`src/rtl/uart_pkg.sv`:
```
// Shared UART definitions: frame state encoding, default timing, and the parity
// rule that both the transmit framer and the receiver must agree on.
package uart_pkg;

    typedef enum logic [2:0] {
        IDLE   = 3'd0,
        START  = 3'd1,
        DATA   = 3'd2,
        PARITY = 3'd3,
        STOP   = 3'd4
    } uart_state_e;

    localparam int DEF_CLKS_PER_BIT = 16;
    localparam int DEF_DATA_BITS    = 8;

    // Narrower words are zero-extended by the caller; extra zeros do not change the XOR.
    function automatic logic parity_calc(input logic [7:0] data, input logic odd);
        return (^data) ^ odd;
    endfunction

endpackage

```
`src/rtl/uart_baud_gen.sv`:
```
// Bit-period timer: counts 0..CLKS_PER_BIT-1 while clear is low and raises
// bit_tick for the single cycle the count sits at its last value.
module uart_baud_gen #(
    parameter int CLKS_PER_BIT = 16
) (
    input  logic clk,
    input  logic rst_n,
    input  logic clear,
    output logic bit_tick
);

    localparam int               CNT_W    = (CLKS_PER_BIT > 1) ? $clog2(CLKS_PER_BIT) : 1;
    localparam logic [CNT_W-1:0] CNT_LAST = CNT_W'(CLKS_PER_BIT - 1);
    localparam logic [CNT_W-1:0] CNT_ZERO = {CNT_W{1'b0}};
    localparam logic [CNT_W-1:0] CNT_ONE  = CNT_W'(1);

    logic [CNT_W-1:0] cnt_r;
    logic [CNT_W-1:0] cnt_nx;
    logic             tick_r;

    // Next count: hold at zero while cleared, wrap at the end of each bit period.
    always_comb begin
        cnt_nx = cnt_r;
        if (clear || (cnt_r == CNT_LAST)) begin
            cnt_nx = CNT_ZERO;
        end else begin
            cnt_nx = cnt_r + CNT_ONE;
        end
    end

    // Count and tick registers; the tick is pre-decoded so it is glitch-free.
    always_ff @(posedge clk or negedge rst_n) begin
        if (!rst_n) begin
            cnt_r  <= CNT_ZERO;
            tick_r <= 1'b0;
        end else begin
            cnt_r  <= cnt_nx;
            tick_r <= (!clear) && (cnt_nx == CNT_LAST);
        end
    end

    assign bit_tick = tick_r;

endmodule

```
`src/rtl/uart_tx_framer.sv`:
```
// UART transmit framer: accepts a word on a valid/ready handshake and shifts it
// out LSB first as start, data, optional parity and stop bits on a registered line.
module uart_tx_framer
    import uart_pkg::*;
#(
    parameter int CLKS_PER_BIT = DEF_CLKS_PER_BIT,
    parameter int DATA_BITS    = DEF_DATA_BITS,
    parameter int PARITY_EN    = 1,
    parameter int PARITY_ODD   = 0,
    parameter int STOP_BITS    = 1
) (
    input  logic                 clk,
    input  logic                 rst_n,
    input  logic [DATA_BITS-1:0] tx_data,
    input  logic                 tx_valid,
    output logic                 tx_ready,
    output logic                 tx_out,
    output logic                 tx_busy,
    output logic                 parity_out
);

    localparam logic [2:0] LAST_BIT  = 3'(DATA_BITS - 1);
    localparam logic       LAST_STOP = 1'(STOP_BITS - 1);
    localparam logic       ODD_SEL   = (PARITY_ODD != 0);

    uart_state_e          state_r, state_nx;
    logic [DATA_BITS-1:0] shift_r, shift_nx;
    logic [2:0]           bit_idx_r, bit_idx_nx;
    logic                 stop_idx_r, stop_idx_nx;
    logic                 parity_r, parity_nx;
    logic                 tx_out_r, tx_out_nx;
    logic                 tx_ready_r;
    logic                 tx_busy_r;
    logic                 bit_tick_s;
    logic                 handshake_s;
    logic                 baud_clear_s;

    assign handshake_s  = tx_valid && tx_ready_r;
    assign baud_clear_s = (state_r == IDLE);

    uart_baud_gen #(
        .CLKS_PER_BIT (CLKS_PER_BIT)
    ) u_baud_gen (
        .clk      (clk),
        .rst_n    (rst_n),
        .clear    (baud_clear_s),
        .bit_tick (bit_tick_s)
    );

    // Next-state, datapath and next line value; the line is derived from the next
    // state so the registered output changes on the same edge as the state.
    always_comb begin
        state_nx    = state_r;
        shift_nx    = shift_r;
        bit_idx_nx  = bit_idx_r;
        stop_idx_nx = stop_idx_r;
        parity_nx   = parity_r;
        tx_out_nx   = 1'b1;
        case (state_r)
            IDLE: begin
                if (handshake_s) begin
                    shift_nx    = tx_data;
                    parity_nx   = parity_calc(8'(tx_data), ODD_SEL);
                    bit_idx_nx  = 3'd0;
                    stop_idx_nx = 1'b0;
                    state_nx    = START;
                end else begin
                    state_nx = IDLE;
                end
            end
            START: begin
                if (bit_tick_s) begin
                    state_nx = DATA;
                end else begin
                    state_nx = START;
                end
            end
            DATA: begin
                if (bit_tick_s) begin
                    shift_nx = shift_r >> 1;
                    if (bit_idx_r == LAST_BIT) begin
                        bit_idx_nx = 3'd0;
                        state_nx   = (PARITY_EN != 0) ? PARITY : STOP;
                    end else begin
                        bit_idx_nx = bit_idx_r + 3'd1;
                        state_nx   = DATA;
                    end
                end else begin
                    state_nx = DATA;
                end
            end
            PARITY: begin
                if (bit_tick_s) begin
                    state_nx = STOP;
                end else begin
                    state_nx = PARITY;
                end
            end
            STOP: begin
                if (bit_tick_s) begin
                    if (stop_idx_r == LAST_STOP) begin
                        stop_idx_nx = 1'b0;
                        state_nx    = IDLE;
                    end else begin
                        stop_idx_nx = 1'b1;
                        state_nx    = STOP;
                    end
                end else begin
                    state_nx = STOP;
                end
            end
            default: begin
                state_nx = IDLE;
            end
        endcase

        case (state_nx)
            IDLE:    tx_out_nx = 1'b1;
            START:   tx_out_nx = 1'b0;
            DATA:    tx_out_nx = shift_nx[0];
            PARITY:  tx_out_nx = parity_nx;
            STOP:    tx_out_nx = 1'b1;
            default: tx_out_nx = 1'b1;
        endcase
    end

    // State and output registers; reset parks the line high and abandons any frame.
    always_ff @(posedge clk or negedge rst_n) begin
        if (!rst_n) begin
            state_r    <= IDLE;
            shift_r    <= {DATA_BITS{1'b0}};
            bit_idx_r  <= 3'd0;
            stop_idx_r <= 1'b0;
            parity_r   <= 1'b0;
            tx_out_r   <= 1'b1;
            tx_ready_r <= 1'b1;
            tx_busy_r  <= 1'b0;
        end else begin
            state_r    <= state_nx;
            shift_r    <= shift_nx;
            bit_idx_r  <= bit_idx_nx;
            stop_idx_r <= stop_idx_nx;
            parity_r   <= parity_nx;
            tx_out_r   <= tx_out_nx;
            tx_ready_r <= (state_nx == IDLE);
            tx_busy_r  <= (state_nx != IDLE);
        end
    end

    assign tx_out     = tx_out_r;
    assign tx_ready   = tx_ready_r;
    assign tx_busy    = tx_busy_r;
    assign parity_out = parity_r;

endmodule
```
`config.mk`:
```
export PLATFORM = sky130hd
export DESIGN_NAME = uart_tx_framer
export DESIGN_NICKNAME = d
export VERILOG_FILES = /design/src/rtl/uart_pkg.sv /design/src/rtl/uart_baud_gen.sv /design/src/rtl/uart_tx_framer.sv
export SDC_FILE = /design/constraint.sdc
export NUM_CORES = 1
export LEC_CHECK = 0
export CAP_MARGIN = 40
export CORE_ASPECT_RATIO = 1.4
export CORE_MARGIN = 2
export CORE_UTILIZATION = 40
export CTS_CLUSTER_DIAMETER = 150
export DETAILED_ROUTE_END_ITERATION = 12
export GPL_TIMING_DRIVEN = 0
export PLACE_DENSITY = 0.73
export SETUP_SLACK_MARGIN = 0.2
export SKIP_LAST_GASP = 1
export SYNTH_ARGS = -nofsm -noshare
export SYNTH_HDL_FRONTEND = slang
export SYNTH_HIERARCHICAL = 1
export SYNTH_SLANG_ARGS = --single-unit
```
`constraint.sdc`:
```
create_clock -name clk -period 1.8 [get_ports clk]
set_input_delay 0.27 -clock clk [delete_from_list [all_inputs] [get_ports clk]]
set_output_delay 0.27 -clock clk [all_outputs]
set_load 0.02 [all_outputs]
```
==> results of run 1 <==
## timing repair
item / CTS / global route
setup buffers: 9 / 4
setup endpoints to repair: 13 / 10
pin swaps: 4 / 2
gates resized for setup: 5 / 5
## layout make-up
class	instances	area (um2)
plain buffers	4	45.0
clock buffers	3	22.5
well taps	36	45.0
inverters	3	11.3
repair buffers	28	262
flip-flops and latches	23	581
fillers	239	1170
clock inverters	1	5.00
multi-input cells	77	527
## stage by stage
stage | setup WS (ns) | std cells
after floorplan | 0.204 | 107
after global routing | 0.168 | 175
after CTS | 0.200 | 171
final | 0.205 | 175
after detailed placement | 0.0542 | 158
after global placement | 0.0315 | 157
## power breakdown
| part | internal, mW | total [mW] | switching (mW) |
|---|---|---|---|
| Clock | 0.0838 | 0.258 | 0.174 |
| Sequential | 0.517 | 0.517 | 0 |
| Combinational | 0.0424 | 0.0723 | 0.0300 |
## state kept, by name, summed over array words and instances, names as in the netlist
name and count:
bit_idx_r 3, parity_out 1, shift_r 8, state_r 3
tx_busy 1, tx_out 1, tx_ready 1, u_baud_gen/bit_tick 1
u_baud_gen/cnt_r 4
## how the worst min path moves through the flow
stage / start / slack (ns) / endpoint
floorplan: rst_n / -0.03 / bit_idx_r[0]$_DFFE_PN0P_
global placement: shift_r[1]$_DFFE_PN0P_ / 0.45 / shift_r[1]$_DFFE_PN0P_
detailed placement: shift_r[2]$_DFFE_PN0P_ / 0.47 / shift_r[2]$_DFFE_PN0P_
CTS: rst_n / 0.25 / bit_idx_r[0]$_DFFE_PN0P_
global route: rst_n / 0.26 / bit_idx_r[0]$_DFFE_PN0P_
finish: rst_n / 0.23 / bit_idx_r[0]$_DFFE_PN0P_
## routing by layer
layer  share of wire  GRT usage  wire length, um
met4           0.037     0.0893               98
met1            0.37      0.190              981
met5               0          0                0
met3           0.022     0.0288               58
met2            0.57      0.319             1480
## worst register-to-register path, stage by stage (launching register included)
cell      delay, ns
dfrtp_1        0.40
buf_6          0.13
and4bb_1       0.26
buf_6          0.12
a31oi_4        0.03
a221o_1        0.35
o31a_1         0.26
## kinds of logic after synthesis
kind of cell    synth area share
simple gates               0.175
compound gates             0.174
flops                      0.505
xor+xnor                  0.0689
buf+inv                   0.0438
fa+ha+maj                 0.0328
## cells in the final DEF, fill, tap and decap left out, types with 3 or more instances in the layout
cell type,count
nand2_1,20
dfrtp_1,19
buf_4,13
clkdlybuf4s50_1,11
xnor2_1,8
a21oi_1,6
a22oi_1,6
buf_6,4
inv_1,3
a31oi_1,3
nor2_1,3
o21ai_0,3
ha_1,3
clkbuf_4,3
dlygate4sd2_1,3
==> metrics.txt, run 1 <==
Post-Route Setup TNS 0 ns; Detail Route Antenna Nets 0; Worst path depth 6; CP max FO 4; critical path buffer and inverter count 2; Tightest Hold Check Type input port to async pin; RSZ-0062 raised after global routing yes; Worst Path Class, Setup register to register; full die area 3310 um2; Layout Area Growth over Synthesis 31.0%; detailed placer's ending HPWL 1.75 mm; Pins Over Slew Limit 0; clk slew on worst S/H paths 0.14 ns; Via density 5.35; CTS max path bufs 2; CTS Buf Count 3; # setup viols final 0; Die Height 67.3 um; fin util 0.561; vias in the first global route 937; Hold Fails Final Rpt 0; Synth cell types 34; startpoint class of the critical path register; cell taking the most area after synthesis dfrtp_1; Final Cycle Share 0.886; critical-path cell list buf_6, and4bb_1, buf_6, a31oi_4, a221o_1, o31a_1; Die X 49.2 um; I/O pin cnt 15; r2r setup slk 0.20 ns; Syn Inst Count 107; drt initial violations 22; Worst Path Required 2.07 ns; CTS Root Cell clkbuf_4; Tot Pwr 0.847 mW; Tmin final 1.60 ns; Hold Slack 0.231 ns; Antenna Cells 0; CTS sink count 23; slowest stage cell, crit path dfrtp_1; PortBufs 14; outcome finished, final reports clean; CP max stage delay 0.40 ns; clk_skew 0.00863 ns; number of synthesized flops with an enable pin 0; Power Density 565 nW/um2; core footprint 2670 um2; global route overflow 0; ranking of synthesized cells by area dfrtp_1, nand2_1, xnor2_1; antenna violations before repair 0; arrival time worst endpoint 1.87 ns; initial core utilization 0.428; Design Area, Final 1500 um2; sequential area share after synthesis 0.505; first-pass GRT wire length 4.24 mm; Mapped Area 1140 um2; Post-Syn Nets 121; Pre-Repair DR Iteration Count 4; max-cap viol count 0; final net count 154; GRT Total Usage 0.173; Yosys reg bits 23; pin count of the biggest net entering global routing 17; cell mode on critical path buf_6; CP Capture Type register; htree depth 1; RePlAce Congestion 0.806; DRC violations left 0; total routed wirelength 2.62 mm; placed inst area 1360 um2; drt wl/cell 15.0 um; clk_lat worst skew 0.34 ns; share of post-route cells with drive strength above 1 0.230; FF-to-FF path depth 6; Post-synth top cells dfrtp_1, nand2_1, xnor2_1, a21oi_1, a22oi_1; CP startpoint state_r[2]$_DFF_PN0_; Slew headroom 0.691; FMAX 627 MHz; cell family with most CP delay compound AO/OA/AOI/OAI gates; worst slew pin tran 0.462 ns; standard-cell rows 22; synthesized area per cell 10.7 um2; CTS tree yes; Leakage 0.693 nW; VDD IR max 0.520 mV; worst flop-to-flop path startpoint state_r[2]$_DFF_PN0_; Syn. warnings 6; most instantiated library cell after synthesis dfrtp_1; asr flop ratio synth 1.00; Vias 937; crit path capture tx_out$_DFF_PN1_; Synth top area share 0.460; RR Endpoint tx_out$_DFF_PN1_; cts hold-fix bufs 0; Synth Flop Type dfrtp_1
No activity file was read; power rests on OpenSTA's default activity.
==> run 2: changes to the inputs <==
- SLEW_MARGIN: unset -> 10
==> results of run 2 <==
The final DEF is identical to that of run 1; final timing and power are the same.
==> run 3: changes to the inputs <==
- CAP_MARGIN: 40 -> 10
- CORE_UTILIZATION: 40 -> 25
- PLACE_DENSITY: 0.73 -> 0.54
==> run 3 against run 2 <==
Effect of this change: global-route usage shrank 7.0 points; combinational power down 8.7%; clock power grew 26%; core utilization is 23 points lower; design area shrank 0.50%; non-clock buffer count fell by 4; clock skew down 0.0065 ns; wire length shrank 8.3%; via count fell by 4.5%; total power increased by 7.0%; count of clock-buffer cells in the layout is 1 higher; critical path depth did not move.
==> metrics.txt, run 3 (synthesized netlist as in run 1, its figures left out) <==
placed instance count 183; first-pass GRT wire length 4.01 mm; Worst Path Class, Setup register to register; Final WS setup 0.211 ns; worst slew pin tran 1.01 ns; Via density 4.54; top flop regs shift_r: 8 flops, u_baud_gen/cnt_r: 4 flops; FMAX 629 MHz; clk slew on worst S/H paths 0.08 ns; core footprint 4460 um2; Slew headroom 0.323; cts hold-fix bufs 0; pin count of the biggest net entering global routing 24; number of flip-flops in the largest register 8; vias in the first global route 888; fin util 0.334; PortBufs 14; outcome finished, final reports clean; arrival time worst endpoint 1.79 ns; Pre-Repair DR Iteration Count 4; GRT Total Usage 0.103; drt wl/cell 12.2 um; initial core utilization 0.256; CTS sink count 23; # setup viols final 0; most frequent cells in the layout nand2_1, dfrtp_1, clkdlybuf4s50_1; Biggest register shift_r; CTS max path bufs 2; full die area 5140 um2; Hold Slack 0.485 ns; htree depth 1; CTS Buf Count 3; Design Area, Final 1490 um2; startpoint class of the critical path register; clk_skew 0.00215 ns; share of post-route cells with drive strength above 1 0.193; Power Density 608 nW/um2; CTS tree yes; non-filler cells, final 197; CP max FO 6; placed inst area 1370 um2; Tightest Hold Check Type register to register; I/O pin cnt 15; Vias 895; clk_lat worst skew 0.27 ns; Tot Pwr 0.906 mW; CTS Root Cell clkbuf_8; DRC violations left 0; total routed wirelength 2.40 mm; Die Height 84.0 um; Antenna Cells 0; Layout Area Growth over Synthesis 30.3%; Tmin final 1.59 ns; RSZ-0062 raised after global routing yes; final net count 150; antenna violations before repair 0; Die X 61.2 um; worst slack at placement -0.00374 ns; r2r setup slk 0.21 ns; RePlAce Congestion 0.708; Post-Route Setup TNS 0 ns; CP Capture Type register; VDD IR max 0.377 mV; global route overflow 0; Leakage 0.683 nW; standard-cell rows 29; Final Cycle Share 0.883; detailed placer's ending HPWL 1.74 mm; FILL cells 461; Hold Fails Final Rpt 0; max-cap viol count 0; drt initial violations 13; Detail Route Antenna Nets 0; Worst Path Required 2.00 ns; Pins Over Slew Limit 0
## run 3: worst paths after layout
path | to | from | cells past startpoint
max reg2reg | tx_out$_DFF_PN1_ | state_r[1]$_DFF_PN0_ | 6
min | shift_r[4]$_DFFE_PN0P_ | shift_r[4]$_DFFE_PN0P_ | 2
min reg2reg | shift_r[4]$_DFFE_PN0P_ | shift_r[4]$_DFFE_PN0P_ | 2
max | tx_out$_DFF_PN1_ | state_r[1]$_DFF_PN0_ | 6
min in group asynchronous | u_baud_gen/bit_tick$_DFF_PN0_ | rst_n | 1
max in group asynchronous | state_r[0]$_DFF_PN0_ | rst_n | 1
## run 3: critical path, cell delays in order (launching register included)
cell and delay (ns):
dfrtp_1 0.38, buf_6 0.13, and4bb_1 0.19, buf_6 0.13, and2_1 0.15, a221o_1 0.29, o31a_1 0.25
## run 3: final cells by class
type                       instances  area (um2)  share of cell area
buffer                             4        38.8              0.0260
clock buffer                       4        45.0              0.0302
inverter                           3        11.3             0.00756
timing repair buffer              24         215               0.144
multi-input combinational         77         523               0.351
sequential                        23         579               0.389
tap                               62        77.6              0.0521
## run 3: what timing repair did
action                     in CTS  in global routing
resized for setup               2                  3
setup buffers                   3                  7
pin swaps                       2                  3
setup endpoints to repair      12                 10
## run 3: routing by layer
layer | vias up | GRT usage | part of all wire
met3 | 5 | 0.0186 | 0.030
li1 | 431 | - | -
met1 | 445 | 0.124 | 0.41
met5 | - | 0 | 0
met2 | 14 | 0.170 | 0.54
met4 | 0 | 0.0474 | 0.019
## run 3: where the power goes
group / switching [mW] / internal [mW]
clock: 0.165 / 0.158
sequential: 0 / 0.516
combinational: 0.0296 / 0.0364
total: 0.195 / 0.711
